<file path="src/rtl/sha2_message_pad.sv">
`default_nettype none
// ============================================================================
// Module   : sha2_message_pad
// Purpose  : SHA-2 message padder: masks message tail, appends '1', zeros and
//            big-endian bit length; one block per cycle through a single
//            output register.
// Revision : 1.0 - initial parametrised release
// ============================================================================
module sha2_message_pad #(
    parameter int BLOCK_W = 512,
    parameter int LEN_W   = 64
) (
    input  logic               clk,
    input  logic               nrst,
    input  logic               sync_rst,
    input  logic [LEN_W-1:0]   cfg_size,
    input  logic               cfg_valid,
    output logic               cfg_ready,
    input  logic [BLOCK_W-1:0] data_in,
    input  logic               data_in_last,
    input  logic               data_in_valid,
    output logic               data_in_ready,
    output logic [BLOCK_W-1:0] data_out,
    output logic               data_out_last,
    output logic               data_out_valid,
    input  logic               data_out_ready,
    output logic               err_frame
);
    localparam int                  c_log_bw  = $clog2(BLOCK_W);
    localparam int                  c_cnt_w   = LEN_W - c_log_bw;
    localparam logic [c_log_bw-1:0] c_fit_max = c_log_bw'(BLOCK_W - LEN_W - 1);
    localparam logic [BLOCK_W-1:0]  c_ones    = '1;
    localparam logic [BLOCK_W-1:0]  c_top     = {1'b1, {(BLOCK_W-1){1'b0}}};

    typedef enum logic [1:0] {
        S_IDLE  = 2'd0,
        S_DATA  = 2'd1,
        S_EXTRA = 2'd2
    } state_t;

    state_t             r_state;
    logic [LEN_W-1:0]   r_size;
    logic [c_cnt_w-1:0] r_k;
    logic               r_mode_one;
    logic [BLOCK_W-1:0] r_out;
    logic               r_out_last;
    logic               r_out_valid;
    logic               r_err;

    logic [c_log_bw-1:0] w_r;
    logic [c_cnt_w:0]    w_n;
    logic [c_cnt_w:0]    w_idx;
    logic                w_is_last;
    logic                w_fits;
    logic                w_out_free;
    logic                w_in_fire;
    logic [BLOCK_W-1:0]  w_len;
    logic [BLOCK_W-1:0]  w_keep;
    logic [BLOCK_W-1:0]  w_one;
    logic [BLOCK_W-1:0]  w_last_blk;
    logic [BLOCK_W-1:0]  w_extra;

    assign w_r       = r_size[c_log_bw-1:0];
    assign w_n       = {1'b0, r_size[LEN_W-1:c_log_bw]} + {{c_cnt_w{1'b0}}, |w_r};
    // 1-based index of the block currently offered on data_in
    assign w_idx     = {1'b0, r_k} + {{c_cnt_w{1'b0}}, 1'b1};
    assign w_is_last = (w_idx == w_n);
    assign w_fits    = (w_r <= c_fit_max);
    assign w_len     = {{(BLOCK_W-LEN_W){1'b0}}, r_size};
    assign w_keep    = ~(c_ones >> w_r);
    assign w_one     = c_top >> w_r;
    assign w_extra   = r_mode_one ? (c_top | w_len) : w_len;

    assign w_out_free = !r_out_valid || data_out_ready;
    assign w_in_fire  = data_in_valid && data_in_ready;

    always_comb begin
        w_last_blk = data_in;
        if (w_r != '0) begin
            w_last_blk = (data_in & w_keep) | w_one;
            if (w_fits) begin
                w_last_blk = w_last_blk | w_len;
            end
        end
    end

    assign cfg_ready      = (r_state == S_IDLE);
    assign data_in_ready  = (r_state == S_DATA) && w_out_free;
    assign data_out       = r_out;
    assign data_out_last  = r_out_last;
    assign data_out_valid = r_out_valid;
    assign err_frame      = r_err;

    always_ff @(posedge clk or negedge nrst) begin
        if (!nrst) begin
            r_state     <= S_IDLE;
            r_size      <= '0;
            r_k         <= '0;
            r_mode_one  <= 1'b1;
            r_out       <= '0;
            r_out_last  <= 1'b0;
            r_out_valid <= 1'b0;
            r_err       <= 1'b0;
        end else if (sync_rst) begin
            r_state     <= S_IDLE;
            r_size      <= '0;
            r_k         <= '0;
            r_mode_one  <= 1'b1;
            r_out       <= '0;
            r_out_last  <= 1'b0;
            r_out_valid <= 1'b0;
            r_err       <= 1'b0;
        end else begin
            r_err <= 1'b0;
            if (r_out_valid && data_out_ready) begin
                r_out_valid <= 1'b0;
            end
            case (r_state)
                S_IDLE: begin
                    if (cfg_valid) begin
                        r_size     <= cfg_size;
                        r_k        <= '0;
                        r_mode_one <= 1'b1;
                        r_state    <= (cfg_size == '0) ? S_EXTRA : S_DATA;
                    end
                end
                S_DATA: begin
                    if (w_in_fire) begin
                        r_k         <= w_idx[c_cnt_w-1:0];
                        r_out_valid <= 1'b1;
                        r_err       <= (data_in_last != w_is_last);
                        if (!w_is_last) begin
                            r_out      <= data_in;
                            r_out_last <= 1'b0;
                        end else begin
                            r_out      <= w_last_blk;
                            r_out_last <= (w_r != '0) && w_fits;
                            // Block-aligned end needs the '1' in a fresh block;
                            // an overflowing tail needs only the length block.
                            if (w_r == '0) begin
                                r_mode_one <= 1'b1;
                                r_state    <= S_EXTRA;
                            end else if (w_fits) begin
                                r_state    <= S_IDLE;
                            end else begin
                                r_mode_one <= 1'b0;
                                r_state    <= S_EXTRA;
                            end
                        end
                    end
                end
                S_EXTRA: begin
                    if (w_out_free) begin
                        r_out       <= w_extra;
                        r_out_last  <= 1'b1;
                        r_out_valid <= 1'b1;
                        r_state     <= S_IDLE;
                    end
                end
                default: r_state <= S_IDLE;
            endcase
        end
    end
endmodule
`default_nettype wire

</file>
<file path="config.mk">
export PLATFORM = sky130hd
export DESIGN_NAME = sha2_message_pad
export DESIGN_NICKNAME = d
export VERILOG_FILES = /design/src/rtl/sha2_message_pad.sv
export SDC_FILE = /design/constraint.sdc
export NUM_CORES = 2
export LEC_CHECK = 0
export ABC_AREA = 1
export ABC_CLOCK_PERIOD_IN_PS = 4600
export CAP_MARGIN = 20
export CORE_AREA = 4 4 429 431
export CTS_CLUSTER_SIZE = 8
export DETAILED_ROUTE_END_ITERATION = 7
export DIE_AREA = 0 0 433 435
export PLACE_DENSITY = 0.52
export SKIP_LAST_GASP = 1
export SYNTH_ARGS = -nofsm -noshare
export SYNTH_HDL_FRONTEND = slang
export SYNTH_SLANG_ARGS = --single-unit
export TNS_END_PERCENT = 10
</file>
<file path="constraint.sdc">
create_clock -name clk -period 4.6 [get_ports clk]
set_input_delay 1.38 -clock clk [delete_from_list [all_inputs] [get_ports clk]]
set_output_delay 1.38 -clock clk [all_outputs]
set_load 0.005 [all_outputs]
</file>
==> summary.txt <==
Logic synthesis
  • Yosys top cell by area: dfrtp_1
  • Largest cells by area after synthesis: dfrtp_1 32%, nand2_1 20%, nand3_1 9.1%, inv_1 6.7%, o21ai_0 5.4%
  • Number of synthesized flops with an enable pin: 0
  • Mapped Nets: roughly 8700
  • Top FF cell, synth: dfrtp_1
  • Flops & latches, synth: ~640
  • Synth unique cells: 54
  • Synth cell count leaders: 2707 x nand2_1, 902 x nand3_1, 884 x inv_1, 645 x nor2_1, 636 x dfrtp_1
  • Share of the synthesized area in the top cell type: 0.321
  • Asr flop ratio synth: 1.00
  • Cells after synthesis: around 8100
  • Seq/Total Area, Yosys: 0.322
  • Cell Area, Synth: 0.0496 mm²
  • Count leader, synth: nand2_1
  • Mean Syn Cell Area: 6.11 µm²
  • Synth warn: 0

Die
  • Die ar.: 0.188 mm²
  • Ports: between 1000 and 1500
  • Starting Density: 0.275
  • Die X: between 400 and 500 µm
  • # rows: 156
  • Core Region: 0.180 mm²
  • Die height: roughly 440 µm

Worst setup path
  • Critical R2R Capture: data_out[38]
  • Reg2Reg Setup Slack: -370 ps
  • Crit path depth: 15
  • Crit path launch type: flip-flop
  • CP max stage delay: roughly 1100 ps
  • Crit Path Max Fanout: 6
  • Reg2reg start: r_size[0]
  • CP bufs+invs: 5
  • Critical path, cell by cell: buf_4 -> inv_1 -> nor2_1 -> inv_1 -> nor2_1 -> inv_1 -> nor2_1 -> inv_1 -> nor2_1 -> a22oi_1 -> o21ai_0 -> nand3_1 -> nand3_1 -> nand2_1 -> nand2_1
  • CP Class: reg -> reg
  • WP data arrival: roughly 5700 ps
  • Cell family with most CP delay: simple AND/OR/NAND/NOR gates
  • Slowest stage cell, crit path: nor2_1
  • Critical Path Sink: data_out[38]
  • Critical Path End Type: flip-flop
  • Worst Setup SP: r_size[0]
  • R2R depth: 15
  • Worst EP required: between 5000 and 6000 ps

Global routing
  • Vias in the first global route: between 60000 and 70000
  • All-Layer GR Usage: 0.446
  • First-pass GRT wire length: about 580000 µm
  • Overflow after GRT: 0
  • Antenna violations before repair: ~150
  • Largest net degree at the start of global routing: between 100 and 150

Clocking
  • Clock Latency Late Sink: approximately 800 ps
  • Clock tree sinks: 637
  • CTS clk-pin slew, worst paths: 70 ps
  • CTS tree: done
  • Maximum clock insertion buffer count: 3
  • Root Buffer: clkbuf_16
  • Clock buffer count from CTS: between 90 and 100
  • H-tree levels: 3
  • Hold Buf Count CTS: 0

Power and ir drop
  • Switch share: 0.488
  • Power share of the clock group: 0.205
  • Power per Cell Area: 495 mW/mm²
  • Net Sw Power: roughly 17 mW
  • Cell internal pwr: 17.9 mW
  • P_leak: roughly 33 nW
  • Sequential Power Share: 0.262
  • Gate power share: 0.533
  • Peak supply drop: 468 µV

STA
  • PnR worst setup slack: -370 ps
  • Max transition margin: 0.0745
  • Final Cycle Share: 1.08
  • Slew Viols, Final: 0
  • Final setup fails: 9
  • Setup TNS: -2040 ps
  • Worst slew pin tran: 1380 ps
  • Endpoints failing hold: 0
  • Max Clock Freq: slightly above 200 MHz
  • Setup Skew: between 40 and 50 ps
  • Crit path time final: approximately 5000 ps
  • RSZ-0062 raised after global routing: true

Routing
  • First-pass iteration count of the detailed router: 8
  • Via count: around 70000
  • DRC errors left: 1
  • Vias per cell: 5.88
  • WL/cell: between 30 and 40 µm
  • Antenna viol nets, final: 0
  • Initial drt markers: 10700
  • Final wirelength: roughly 440000 µm

Placed design
  • RD Place Congestion: roughly 1.1
  • Post-DP HPWL: between 300000 and 400000 µm
  • Port bufs: between 1000 and 1500
  • Placed Area: about 0.067 mm²

Finish
  • Nets@finish: 9943
  • Layout area overhead: 42.4%
  • Final Cell Area: roughly 0.071 mm²
  • Layout cells sized above 1: 0.0976
  • # fillers: around 20000

Outcome
  • Failing checks: DRC, setup timing
  • Outcome: finished with violations

Worst hold path
  • HP Class: reg -> reg

Job
  • Max Cap Viol: 0
-- cells by family after synthesis --
| group | synth area share |
|---|---|
| and+or+nand+nor | 0.413 |
| buffers and inverters | 0.120 |
| muxes | 0.000202 |
| xor gates and xnor gates | 0.00919 |
| AOI/OAI and AO/OA | 0.134 |
| adders and majority gates | 0.00151 |
| DFF | 0.322 |
-- worst min-delay path by stage --
stage                     depth (start not counted)       endpoint     startpoint  slack (ps)
final                                             2   data_out[51]   data_out[51]         480
after global placement                            2  data_out[177]  data_out[177]         460
after global routing                              2  data_out[489]  data_out[489]         490
after detailed placement                          2   data_out[99]   data_out[99]         460
after floorplan                                   2     r_mode_one     r_mode_one         440
after CTS                                         2  data_out[313]  data_out[313]         480
-- worst register-to-register path: stages (launching register included) --
cell	delay [ps]
dfrtp_1	390
buf_4	190
inv_1	100
nor2_1	140
inv_1	230
nor2_1	1110
inv_1	740
nor2_1	640
inv_1	170
nor2_1	310
a22oi_1	300
o21ai_0	190
nand3_1	110
nand3_1	110
nand2_1	110
nand2_1	70
-- registers in the layout (all words and copies together), names as in the netlist --
| register | count |
|---|---|
| r_state | 2 |
| data_out_valid | 1 |
| data_out_last | 1 |
| data_out | 512 |
| r_k | 55 |
| r_mode_one | 1 |
| r_size | 64 |
| err_frame | 1 |
-- layout make-up --
cell class	count	area, µm²	share of cell area
Antenna cell	114	285	0.00404
Clock buffer	131	2680	0.0379
Clock inverter	11	104	0.00147
Inverter	909	3450	0.0489
Multi-Input combinational cell	6000	28200	0.399
Sequential cell	637	16000	0.226
Tap cell	2370	2970	0.0420
Timing Repair Buffer	1710	17000	0.240
-- power groups by stage --
| stage | clock, mW | sequential (mW) | combinational (mW) |
|---|---|---|---|
| after global routing | 7.39 | 9.21 | 19.2 |
| after CTS | 7.19 | 9.03 | 17.9 |
| final | 7.17 | 9.14 | 18.6 |
| after detailed placement | 0 | 9.06 | 17.7 |
| after floorplan | 0 | 8.46 | 6.86 |
| after global placement | 0 | 9.10 | 17.8 |
-- stage by stage --
step / util / power (mW) / cells / hold WS (ps) / setup WS [ps]
CTS: 0.387 / 34.1 / 11700 / 479 / -0.163
floorplan: - / 15.3 / 8113 / 442 / 10.9
detailed placement: 0.371 / 26.8 / 11600 / 464 / -393
global placement: 0.371 / 26.9 / 11600 / 464 / -391
global route: 0.391 / 35.8 / 11800 / 491 / -74.8
finish: 0.392 / 34.9 / 11900 / 478 / -370
-- routing by layer --
layer	vias up	track usage	wire length, µm
li1	29200	-	-
met1	34200	0.568	172000
met2	5247	0.632	182000
met3	1173	0.142	50300
met4	40	0.320	36500
met5	-	0.000512	309
-- cells in the final DEF (no fill, tap or decap), types with 103 or more instances in the layout --
cell type / count
o22ai_1: 107
o21ai_0: 534
nor2_1: 601
diode_2: 114
inv_1: 876
nand3_1: 886
clkdlybuf4s50_1: 1098
nand4_1: 386
clkbuf_16: 103
buf_4: 497
dfrtp_1: 632
a21oi_1: 224
nand2_1: 2669
-- repair_timing --
action                                  4_1_cts  5_1_grt
resized for setup                            26       97
cloned                                        0        5
pin swaps                                     5       35
endpoints found under the hold margin         0        0
endpoints found under the setup margin      394      439
setup buffers                                 3       14
Note: power is estimated with default switching activity, not from simulation.
